[src/rtl/matmul_pkg.sv]
// Shared encodings and types for the matmul job sequencer and its result buffer.
package matmul_pkg;
  localparam int N  = 4;
  localparam int DW = 16;

  localparam logic [1:0] OP_NOP = 2'b00;
  localparam logic [1:0] OP_CLR = 2'b01;
  localparam logic [1:0] OP_MAC = 2'b10;

  localparam logic [2:0] ST_IDLE    = 3'd0;
  localparam logic [2:0] ST_CLEAR   = 3'd1;
  localparam logic [2:0] ST_COMPUTE = 3'd2;
  localparam logic [2:0] ST_DRAIN   = 3'd3;
  localparam logic [2:0] ST_OUTPUT  = 3'd4;

  typedef logic [N*DW-1:0] row_t;
endpackage

[src/rtl/matmul_res_buf.sv]
// Four-row result store: captured during drain, handed out in row order on valid/ready.
module matmul_res_buf
  import matmul_pkg::*;
(
  input  logic       clk,
  input  logic       rst_n,
  input  logic       wr_en,
  input  logic [1:0] wr_idx,
  input  row_t       wr_data,
  input  logic       load,
  input  logic       ready,
  output logic       valid,
  output row_t       data,
  output logic [1:0] row,
  output logic       last
);
  row_t       mem [N];
  logic [1:0] ptr;

  always_ff @(posedge clk) begin
    if (!rst_n) begin
      for (int i = 0; i < N; i++) mem[i] <= '0;
      valid <= 1'b0;
      ptr   <= 2'd0;
    end else begin
      if (wr_en) mem[wr_idx] <= wr_data;
      if (load) begin
        valid <= 1'b1;
        ptr   <= 2'd0;
      end else if (valid && ready) begin
        ptr <= ptr + 2'd1;
        if (ptr == 2'd3) valid <= 1'b0;
      end
    end
  end

  assign last = valid && ready && (ptr == 2'd3);
  assign data = valid ? mem[ptr] : '0;
  assign row  = ptr;
endmodule

[src/rtl/matmul_ctrl.sv]
// Job sequencer for the 4x4 accumulator array: clear, stream k operand pairs, drain rows, emit results.
module matmul_ctrl
  import matmul_pkg::*;
#(
  parameter int CLR_CYCLES = 4,
  parameter int DRAIN_LAT  = 1,
  parameter int KW         = 8
) (
  input  logic          clk,
  input  logic          rst_n,
  input  logic          start,
  input  logic [KW-1:0] k_len,
  output logic          busy,
  output logic          done,
  output logic          rd_en,
  output logic [KW-1:0] rd_addr,
  input  logic [63:0]   rd_a,
  input  logic [63:0]   rd_b,
  output logic [1:0]    mm_op,
  output logic [63:0]   mm_a,
  output logic [63:0]   mm_b,
  input  logic [63:0]   mm_c,
  output logic          res_valid,
  input  logic          res_ready,
  output logic [63:0]   res_data,
  output logic [1:0]    res_row
);
  logic [2:0]    state;
  logic [KW-1:0] k_len_q;
  logic [KW-1:0] k_idx;
  logic [15:0]   phase;
  logic          clr_last, k_last, drain_last;
  logic          buf_wr, buf_load, buf_last;
  logic [1:0]    buf_idx;

  assign clr_last   = phase == 16'(CLR_CYCLES - 1);
  assign k_last     = k_idx == k_len_q - KW'(1);
  assign drain_last = phase == 16'(DRAIN_LAT + 3);

  always_ff @(posedge clk) begin
    if (!rst_n) begin
      state   <= ST_IDLE;
      k_len_q <= '0;
      k_idx   <= '0;
      phase   <= '0;
      done    <= 1'b0;
    end else begin
      done <= 1'b0;
      case (state)
        ST_IDLE: if (start && k_len != '0) begin
          state   <= ST_CLEAR;
          k_len_q <= k_len;
          phase   <= '0;
        end
        ST_CLEAR: if (clr_last) begin
          state <= ST_COMPUTE;
          k_idx <= '0;
        end else phase <= phase + 16'd1;
        ST_COMPUTE: if (k_last) begin
          state <= ST_DRAIN;
          phase <= '0;
        end else k_idx <= k_idx + KW'(1);
        ST_DRAIN: if (drain_last) state <= ST_OUTPUT;
                  else phase <= phase + 16'd1;
        ST_OUTPUT: if (buf_last) begin
          state <= ST_IDLE;
          done  <= 1'b1;
        end
        default: state <= ST_IDLE;
      endcase
    end
  end

  // Operand read runs one cycle ahead of the MAC that consumes it.
  always_comb begin
    mm_op   = OP_NOP;
    mm_a    = '0;
    mm_b    = '0;
    rd_en   = 1'b0;
    rd_addr = '0;
    case (state)
      ST_CLEAR: begin
        mm_op = OP_CLR;
        rd_en = clr_last;
      end
      ST_COMPUTE: begin
        mm_op = OP_MAC;
        mm_a  = rd_a;
        mm_b  = rd_b;
        if (!k_last) begin
          rd_en   = 1'b1;
          rd_addr = k_idx + KW'(1);
        end
      end
      default: ;
    endcase
  end

  assign busy     = state != ST_IDLE;
  assign buf_wr   = (state == ST_DRAIN) && (phase >= 16'(DRAIN_LAT));
  assign buf_idx  = 2'(phase - 16'(DRAIN_LAT));
  assign buf_load = (state == ST_DRAIN) && drain_last;

  matmul_res_buf u_res_buf (
    .clk     (clk),
    .rst_n   (rst_n),
    .wr_en   (buf_wr),
    .wr_idx  (buf_idx),
    .wr_data (mm_c),
    .load    (buf_load),
    .ready   (res_ready),
    .valid   (res_valid),
    .data    (res_data),
    .row     (res_row),
    .last    (buf_last)
  );
endmodule

[config.mk]
export PLATFORM = sky130hd
export DESIGN_NAME = matmul_ctrl
export DESIGN_NICKNAME = d
export VERILOG_FILES = /design/src/rtl/matmul_pkg.sv /design/src/rtl/matmul_res_buf.sv /design/src/rtl/matmul_ctrl.sv
export SDC_FILE = /design/constraint.sdc
export NUM_CORES = 1
export LEC_CHECK = 0
export ABC_AREA = 1
export BUFFER_PORTS_ARGS = -buffer_cell sky130_fd_sc_hd__clkbuf_2
export CAP_MARGIN = 20
export CORE_AREA = 10 10 182 227
export DETAILED_ROUTE_END_ITERATION = 16
export DIE_AREA = 0 0 192 237
export PLACE_DENSITY = 0.77
export SLEW_MARGIN = 5
export SYNTH_ARGS = -nofsm -noshare
export SYNTH_HDL_FRONTEND = slang
export SYNTH_HIERARCHICAL = 1
export SYNTH_SLANG_ARGS = --single-unit
[constraint.sdc]
create_clock -name clk -period 9.27 [get_ports clk]
set_input_delay 1.3905 -clock clk [delete_from_list [all_inputs] [get_ports clk]]
set_output_delay 1.3905 -clock clk [all_outputs]
set_load 0.1 [all_outputs]
==> results.yml, run 1 <==
grt:
  antenna_found_initial: 11
  gr-total-overflow: 0
  grt_max_degree: 119
  grt.total_usage: 0.209
  grt_pass1_wl_mm: 75.3
  grt_pass1_vias: 14200
cts:
  clock_latency_ps: 550
  numCtsBuffers: 28
  max-clock-path-buffers: 3
  htreeDepth: 1
  cts-hold-fix-buffers: 0
  clockRootBuffer: "clkbuf_16"
  cts_resized: 0
  tritoncts: "done"
  cts.sinks: 297
  cts_setup_buffers: 0
  clk_pin_slew_ps: 70
synthesis:
  yosys-mux-area-fraction: 0
  syn_area_um2: 16000
  yosysSeqAreaShare: 0.533
  yosys_warnings: 6
  synth_cell_types: 36
  netlist_instances: 2046
  synth_top_area_cell: "edfxtp_1"
  synth_fa_ha_area_frac: 0.00548
  synth-seq-cells: 297
  syn-num-nets: 2257
  netlist.area_leader.share: 0.481
  synth-simple-area-share: 0.264
  synth_top_flop_cell: "edfxtp_1"
  synth-compound-area-share: 0.0384
  synth_xor_area_frac: 0.00494
  synth.area.top_cells: "edfxtp_1 (48%), inv_1 (12%), nor2_1 (8.8%)"
  syn_avg_cell_area_um2: 7.81
  ys_async_sr_fraction: 0
  synth_edf_count: 256
  synth_top_family_by_area: "simple AND/OR/NAND/NOR gates"
worst_setup_path:
  endpoint_kind: "output pin"
  worst_r2r_path_depth: 10
  cp_max_fo: 65
  criticalPathCategory: "reg2out"
  cp_slowest_cell: "inv_2"
  arrival_ps: 3430
  worst_r2r_endpoint: "u_res_buf/mem[1][22]$_SDFFCE_PN0P_"
  path_cells: "buf_4 > inv_2 > buf_4 > nand3_1 > a21oi_1 > clkbuf_2"
  cp-start-kind: "flip-flop"
  critPathRequiredTime_ps: 7880
  cpPeakStageDelay_ps: 570
  crit_family: "buffers and inverters"
  r2r-start: "phase[0]$_SDFFE_PN0P_"
  critPathBufInv: 4
  cpMostUsedCell: "buf_4"
  reg2reg_slack_ps: 5350
timing:
  period_minus_slack_ps: 4820
  slew_viol_final: 0
  rsz0062_at_grt: "no"
  fin_setup_tns_ps: 0
  finalSetupViolCount: 0
  hold_viol: 0
  fmax_mhz: 207
  skew_ps: 11.4
  setup_ws_ps: 4450
  max_slew_margin: 0.316
  fin_crit_sh: 0.520
  tightestPinTransition_ps: 1030
cells_and_area:
  final_nets: 2605
  drive_gt1_frac: 0.214
  area_growth_pct: 20.4
  layout_commonest_cell: "inv_1"
  mostFrequentLayoutCells: "inv_1 (495), clkbuf_2 (411), nor2_1 (374)"
routing:
  routed_wl_mm: 49.7
  drt_iter0_drc: 875
  routedWlPerCell_um: 17.1
  first_pass_iters: 5
  vias: 14200
  via_per_inst: 4.87
  drc_errors: 0
  final_antenna_net_count: 0
placement:
  port_buffers: 411
  dp_hpwl_mm: 34.6
  place.gp.congestion: 0.971
  place_ws_ps: 4630
hold_path:
  hold_class: "reg2reg"
  min_to: "k_len_q[7]$_SDFFE_PN0P_"
  hold_depth: 2
  min-delay-start: "k_len_q[7]$_SDFFE_PN0P_"
flow_run:
  drv_cap: 0
floorplan:
  coreArea_um2: 36900
  num_rows: 79
  start_util: 0.433
  die_area_um2: 45500
  die_x_um: 192
  die_y_um: 237
  ioPinCount: 412
run_status:
  status: "completed"
pwr:
  p_per_area_nw_per_um2: 196
  p_total_uw: 3770
  p_leak_uw: 0.00976
  vdd_drop_max_mv: 0.136
## tightest hold or removal path, delay by kind of cell, from the launching register on
family,cells,cell delay [ps]
flops,1,320
buf+inv,1,50
compound gates,1,50
## where the power goes
group / switching [uW] / internal, uW / total (uW)
logic: 845 / 171 / 1020
clock network: 503 / 708 / 1210
registers: 33.8 / 1510 / 1550
total: 1380 / 2390 / 3770
## per-layer routing
metal / wire, um / up-vias / global-route usage
met5: 19 / - / 0
met4: 1420 / 2 / 0.0696
met3: 4620 / 93 / 0.0447
met2: 25800 / 595 / 0.387
met1: 17800 / 6545 / 0.228
li1: - / 6922 / -
## per-stage QoR
stage	std cells	utilization	hold WS (ps)	area (um^2)
after floorplan	2046	-	436	16000
after global placement	2849	0.494	454	18200
after detailed placement	2849	0.494	462	18200
after CTS	2901	0.521	471	19200
after global routing	2905	0.522	490	19200
final	2906	0.522	466	19200
## cells in the mapped netlist (14+ instances only)
library cell,instances
nor3_1,71
nand3_1,169
nor2_1,374
inv_1,496
o21ai_0,20
nand2_1,352
edfxtp_1,256
buf_2,48
clkbuf_1,27
dfxtp_1,41
a21oi_1,91
buf_1,14
## cell type report
cell class                      count  area [um^2]
Fill cell                        3412        17600
Antenna cell                        4         10.0
Sequential cell                   297         8510
Multi-Input combinational cell   1136         5050
Tap cell                          486          608
Clock inverter                     18          201
Clock buffer                       34          774
Timing Repair Buffer              423         2170
Inverter                          508         1910
## state kept, by name, indices dropped and copies added, names as in the netlist, named ones only
name and count:
done 1, phase 16, u_res_buf/row 2, k_len_q 8
state 3, u_res_buf/mem 256, u_res_buf/valid 1, k_idx 8
## worst max path at each step
stage | from | end | slack (ps) | depth (start not counted)
floorplan | rst_n | u_res_buf/mem[2][0]$_SDFFCE_PN0P_ | 2510 | 3
global placement | rst_n | u_res_buf/mem[1][25]$_SDFFCE_PN0P_ | 4740 | 6
detailed placement | rst_n | u_res_buf/mem[1][25]$_SDFFCE_PN0P_ | 4630 | 6
CTS | flip-flop | res_data[34] | 4450 | 6
global route | flip-flop | res_data[62] | 4320 | 6
finish | flip-flop | res_data[36] | 4450 | 6
## cell families after synthesis
logic type / count (synthesis)
flops: 297
compound gates: 118
xor+xnor: 9
buf+inv: 613
simple gates: 1002
fa+ha+maj: 7
Note: power is estimated with default switching activity, not from simulation.
==> run 2, diff against run 1 <==
Settings changed: ABC_AREA 1 to 0, CORE_AREA 10 10 182 227 to 10 10 175 218, DIE_AREA 0 0 192 237 to 0 0 185 228, PLACE_DENSITY 0.77 to 0.8.
Clock period 9.27 ns to 4.4 ns, I/O delays scaled along.
==> results.yml, run 2 <==
routing:
  first_pass_iters: 5
  vias: 10800
  drt_iter0_drc: 704
  final_antenna_net_count: 0
  drc_errors: 0
  routed_wl_mm: 49.3
  routedWlPerCell_um: 24.4
  via_per_inst: 5.35
pwr:
  vdd_drop_max_mv: 0.267
  p_per_area_nw_per_um2: 337
  p_leak_uw: 0.00747
timing:
  hold_viol: 0
  period_minus_slack_ps: 3730
  skew_ps: 23.9
  max_slew_margin: 0.302
  finalSetupViolCount: 0
  setup_ws_ps: 667
  slew_viol_final: 0
  tightestPinTransition_ps: 1050
  fmax_mhz: 268
  fin_setup_tns_ps: 0
  fin_crit_sh: 0.848
  rsz0062_at_grt: "no"
synthesis:
  netlist.area_leader.share: 0.523
  yosys-top-cells-count: "and2_1 (321), edfxtp_1 (256), mux2i_1 (136)"
  netlist_instances: 1189
  ys_async_sr_fraction: 0
  synth_top_family_by_area: "simple AND/OR/NAND/NOR gates"
  yosys-mux-area-fraction: 0.0934
  synth_top_area_cell: "edfxtp_1"
  synth.area.top_cells: "edfxtp_1 (52%), and2_1 (14%), mux2i_1 (9.3%)"
  syn_avg_cell_area_um2: 12.4
  synth-simple-area-share: 0.211
  syn-num-nets: 1400
  synth_cell_types: 62
  synth_edf_count: 256
  synth-compound-area-share: 0.0507
  yosys_warnings: 6
  synth_xor_area_frac: 0.0173
  synth_fa_ha_area_frac: 0.00596
  synth.most_common_cell: "and2_1"
  synth-seq-cells: 297
  synth_top_flop_cell: "edfxtp_1"
  syn_area_um2: 14700
  yosysSeqAreaShare: 0.579
placement:
  place_ws_ps: 1250
  place.gp.congestion: 0.903
  dp_hpwl_mm: 35.5
  port_buffers: 411
grt:
  grt_max_degree: 69
  grt_pass1_vias: 11200
  gr-total-overflow: 0
  grt_pass1_wl_mm: 71.4
  antenna_found_initial: 28
  grt.total_usage: 0.225
cts:
  cts.sinks: 297
  clock_latency_ps: 560
  numCtsBuffers: 29
  cts-hold-fix-buffers: 0
  cts_resized: 0
  clockRootBuffer: "clkbuf_16"
  clk_pin_slew_ps: 70
  tritoncts: "done"
  max-clock-path-buffers: 3
  htreeDepth: 1
  cts_setup_buffers: 0
cells_and_area:
  mostFrequentLayoutCells: "clkbuf_2 (411), and2_1 (321), edfxtp_1 (256)"
  final_nets: 1770
  area_growth_pct: 22.0
  drive_gt1_frac: 0.319
  num-fill-cells: 2917
  largest_register_ffs: 256
  layout_commonest_cell: "clkbuf_2"
  top_regs: "u_res_buf/mem: 256 flops, phase: 16 flops"
  regMostFlops: "u_res_buf/mem"
floorplan:
  die_y_um: 228
  die_area_um2: 42200
  ioPinCount: 412
  die_x_um: 185
  num_rows: 76
  coreArea_um2: 34000
  start_util: 0.432
worst_setup_path:
  arrival_ps: 3070
  cp_max_fo: 68
  cp-start-kind: "flip-flop"
  endpoint_kind: "output pin"
  critPathRequiredTime_ps: 3740
  criticalPathCategory: "reg2out"
run_status:
  status: "completed"
hold_path:
  hold_class: "in2reg"
flow_run:
  drv_cap: 0
==> run 2: cell families after synthesis <==
group	count (synthesis)
AND/OR/NAND/NOR	506
XOR/XNOR	29
flip-flops	297
AO/OA/AOI/OAI	110
buffers and inverters	103
multiplexers	137
adder cells (fa/ha/maj)	7
==> run 2: routing by layer <==
metal	GRT usage	part of all wire
met3	0.0978	0.13
met1	0.251	0.35
met4	0.0478	0.020
met5	0	0.0028
met2	0.388	0.50
==> run 2: through the flow <==
stage,instances,util,total power (uW),hold slack [ps],instance area (um^2)
CTS,2011,0.526,6100,347,17900
global placement,1957,0.497,3540,487,16900
global route,2011,0.526,6230,379,17900
floorplan,1189,-,3370,454,14700
finish,2017,0.527,6050,375,17900
detailed placement,1957,0.497,3550,498,16900
==> run 2: critical path: stages (launching register included) <==
cell and delay, ps:
dfxtp_1 470, or3b_1 470, inv_2 630, buf_12 290
and2_1 160, clkbuf_2 460
==> run 2: path summary, 6_finish.rpt <==
kind,from,end,slack [ps],depth (start not counted)
hold reg to reg,state[2]$_SDFFE_PN0P_,done$_SDFF_PN0_,510,2
setup reg to reg,state[0]$_SDFFE_PN0P_,u_res_buf/mem[0][44]$_SDFFCE_PN0P_,1270,6
setup / recovery,state[1]$_SDFFE_PN0P_,mm_b[34],670,5
hold / removal,k_len[3],k_len_q[3]$_SDFFE_PN0P_,370,3
==> run 2: cell type report <==
type | instances | area (um^2) | share of cell area
sequential | 297 | 8510 | 0.475
multi-input combinational | 789 | 5620 | 0.313
timing repair buffer | 426 | 2210 | 0.123
clock buffer | 38 | 800 | 0.0446
tap | 429 | 537 | 0.0299
clock inverter | 16 | 189 | 0.0105
inverter | 16 | 60.1 | 0.00335
antenna | 6 | 15.0 | 0.000837
==> run 2: report_power, final <==
part | total (uW) | internal, uW | switching [uW]
logic | 320 | 119 | 201
registers | 3170 | 3140 | 32.1
clock network | 2560 | 1510 | 1050
total | 6050 | 4770 | 1280
==> run 3, diff against run 2 <==
Clock period 4.4 ns to 3 ns, I/O delays scaled along.
==> results.yml, run 3 (synthesized netlist as in run 2, its figures left out) <==
run_status:
  status: "completed"
routing:
  via_per_inst: 5.39
  drt_iter0_drc: 839
  routed_wl_mm: 51.5
  final_antenna_net_count: 0
  vias: 11000
  drc_errors: 0
  first_pass_iters: 5
  routedWlPerCell_um: 25.2
cts:
  cts-hold-fix-buffers: 0
  clk_pin_slew_ps: 70
  numCtsBuffers: 27
  clock_latency_ps: 540
  max-clock-path-buffers: 3
  tritoncts: "done"
  clockRootBuffer: "clkbuf_16"
  htreeDepth: 1
  cts.sinks: 297
timing:
  max_slew_margin: 0.490
  finalSetupViolCount: 0
  tightestPinTransition_ps: 760
  holdWs_ps: 170
  rsz0062_at_grt: "yes"
  fin_setup_tns_ps: 0
  fmax_mhz: 337
  period_minus_slack_ps: 2970
  slew_viol_final: 0
  fin_crit_sh: 0.990
  hold_viol: 0
  skew_ps: 15.9
cells_and_area:
  area_growth_pct: 34.7
  num-fill-cells: 2730
  layout_commonest_cell: "and2_1"
  multi_input_area_um2: 5700
  top_regs: "u_res_buf/mem: 256 flops, phase: 16 flops"
  regArea_um2: 8520
  final_cells: 2047
  largest_register_ffs: 256
  postLayoutCellArea_um2: 19800
  final_nets: 1789
  drive_gt1_frac: 0.338
  regMostFlops: "u_res_buf/mem"
  mostFrequentLayoutCells: "and2_1 (321), clkbuf_2 (286), edfxtp_1 (256)"
  postLayoutCoreUtil: 0.581
pwr:
  p_per_area_nw_per_um2: 450
  vdd_drop_max_mv: 0.361
  p_leak_uw: 0.00798
placement:
  place.gp.congestion: 0.883
  dp_hpwl_mm: 37.3
  placed_cell_area_um2: 18500
  port_buffers: 411
  dpl.cell_count: 1966
floorplan:
  die_y_um: 228
  die_area_um2: 42200
  ioPinCount: 412
  coreArea_um2: 34000
  die_x_um: 185
  num_rows: 76
  start_util: 0.432
grt:
  gr-total-overflow: 0
  grt_pass1_vias: 11600
  grt.total_usage: 0.236
  grt_pass1_wl_mm: 74.7
  grt_max_degree: 72
  antenna_found_initial: 36
worst_setup_path:
  critPathRequiredTime_ps: 2550
  endpoint_kind: "output pin"
  critical_path.startpoint: "k_len_q[1]$_SDFFE_PN0P_"
  arrival_ps: 2520
  cp-start-kind: "flip-flop"
  criticalPathCategory: "reg2out"
  cp_max_fo: 5
  r2r-start: "state[0]$_SDFFE_PN0P_"
hold_path:
  hold_class: "in2reg"
  min-delay-start: "k_len[5]"
flow_run:
  drv_cap: 0
==> run 3: area by class of cell <==
cell class,count,area share
clock inverter,20,0.0139
inverter,16,0.00316
multi-input combinational,790,0.288
tap,429,0.0271
antenna,19,0.00240
clock buffer,30,0.0347
timing repair buffer,446,0.200
sequential,297,0.431
==> run 3: worst max-delay path, stage by stage, from the launching register on <==
cell,delay [ps]
dfxtp_4,360
inv_4,50
ha_4,150
nor3b_4,250
a21oi_2,100
nor4b_4,420
a31o_4,270
o21ba_4,170
clkbuf_16,190
==> run 3: report_power, final <==
part / total [uW] / leakage (uW) / switching [uW] / internal [uW]
logic: 519 / 0.00453 / 310 / 209
clock network: 3740 / 0.000471 / 1490 / 2250
registers: 4640 / 0.00298 / 48.8 / 4590
total: 8900 / 0.00798 / 1840 / 7050
==> run 3: final timing paths <==
path	slack, ps	end	depth (start not counted)
worst max register to register	260	u_res_buf/mem[3][26]$_DFFE_PP_	7
worst max-delay path	30	rd_addr[2]	8
worst min register to register	520	done$_SDFF_PN0_	2
worst min-delay path	170	k_len_q[5]$_SDFFE_PN0P_	3
==> run 3: repair_timing <==
| action | 4_1_cts | 5_1_grt |
|---|---|---|
| gates cloned | 2 | 0 |
| pin swaps | 4 | 6 |
| setup endpoints to repair | 57 | 46 |
| gates resized for setup | 24 | 14 |
| setup buffers | 3 | 7 |
==> run 3: routing by layer <==
| layer | track usage | routed length [um] |
|---|---|---|
| met2 | 0.380 | 24300 |
| met3 | 0.0972 | 7120 |
| met4 | 0.0532 | 977 |
| met5 | 0 | 58 |
| met1 | 0.289 | 19100 |
==> run 3: through the flow <==
stage	power [uW]	setup WS [ps]
CTS	8930	-47.5
detailed placement	5220	178
finish	8900	31.4
floorplan	4940	-511
global placement	5200	254
global route	9180	-61.0
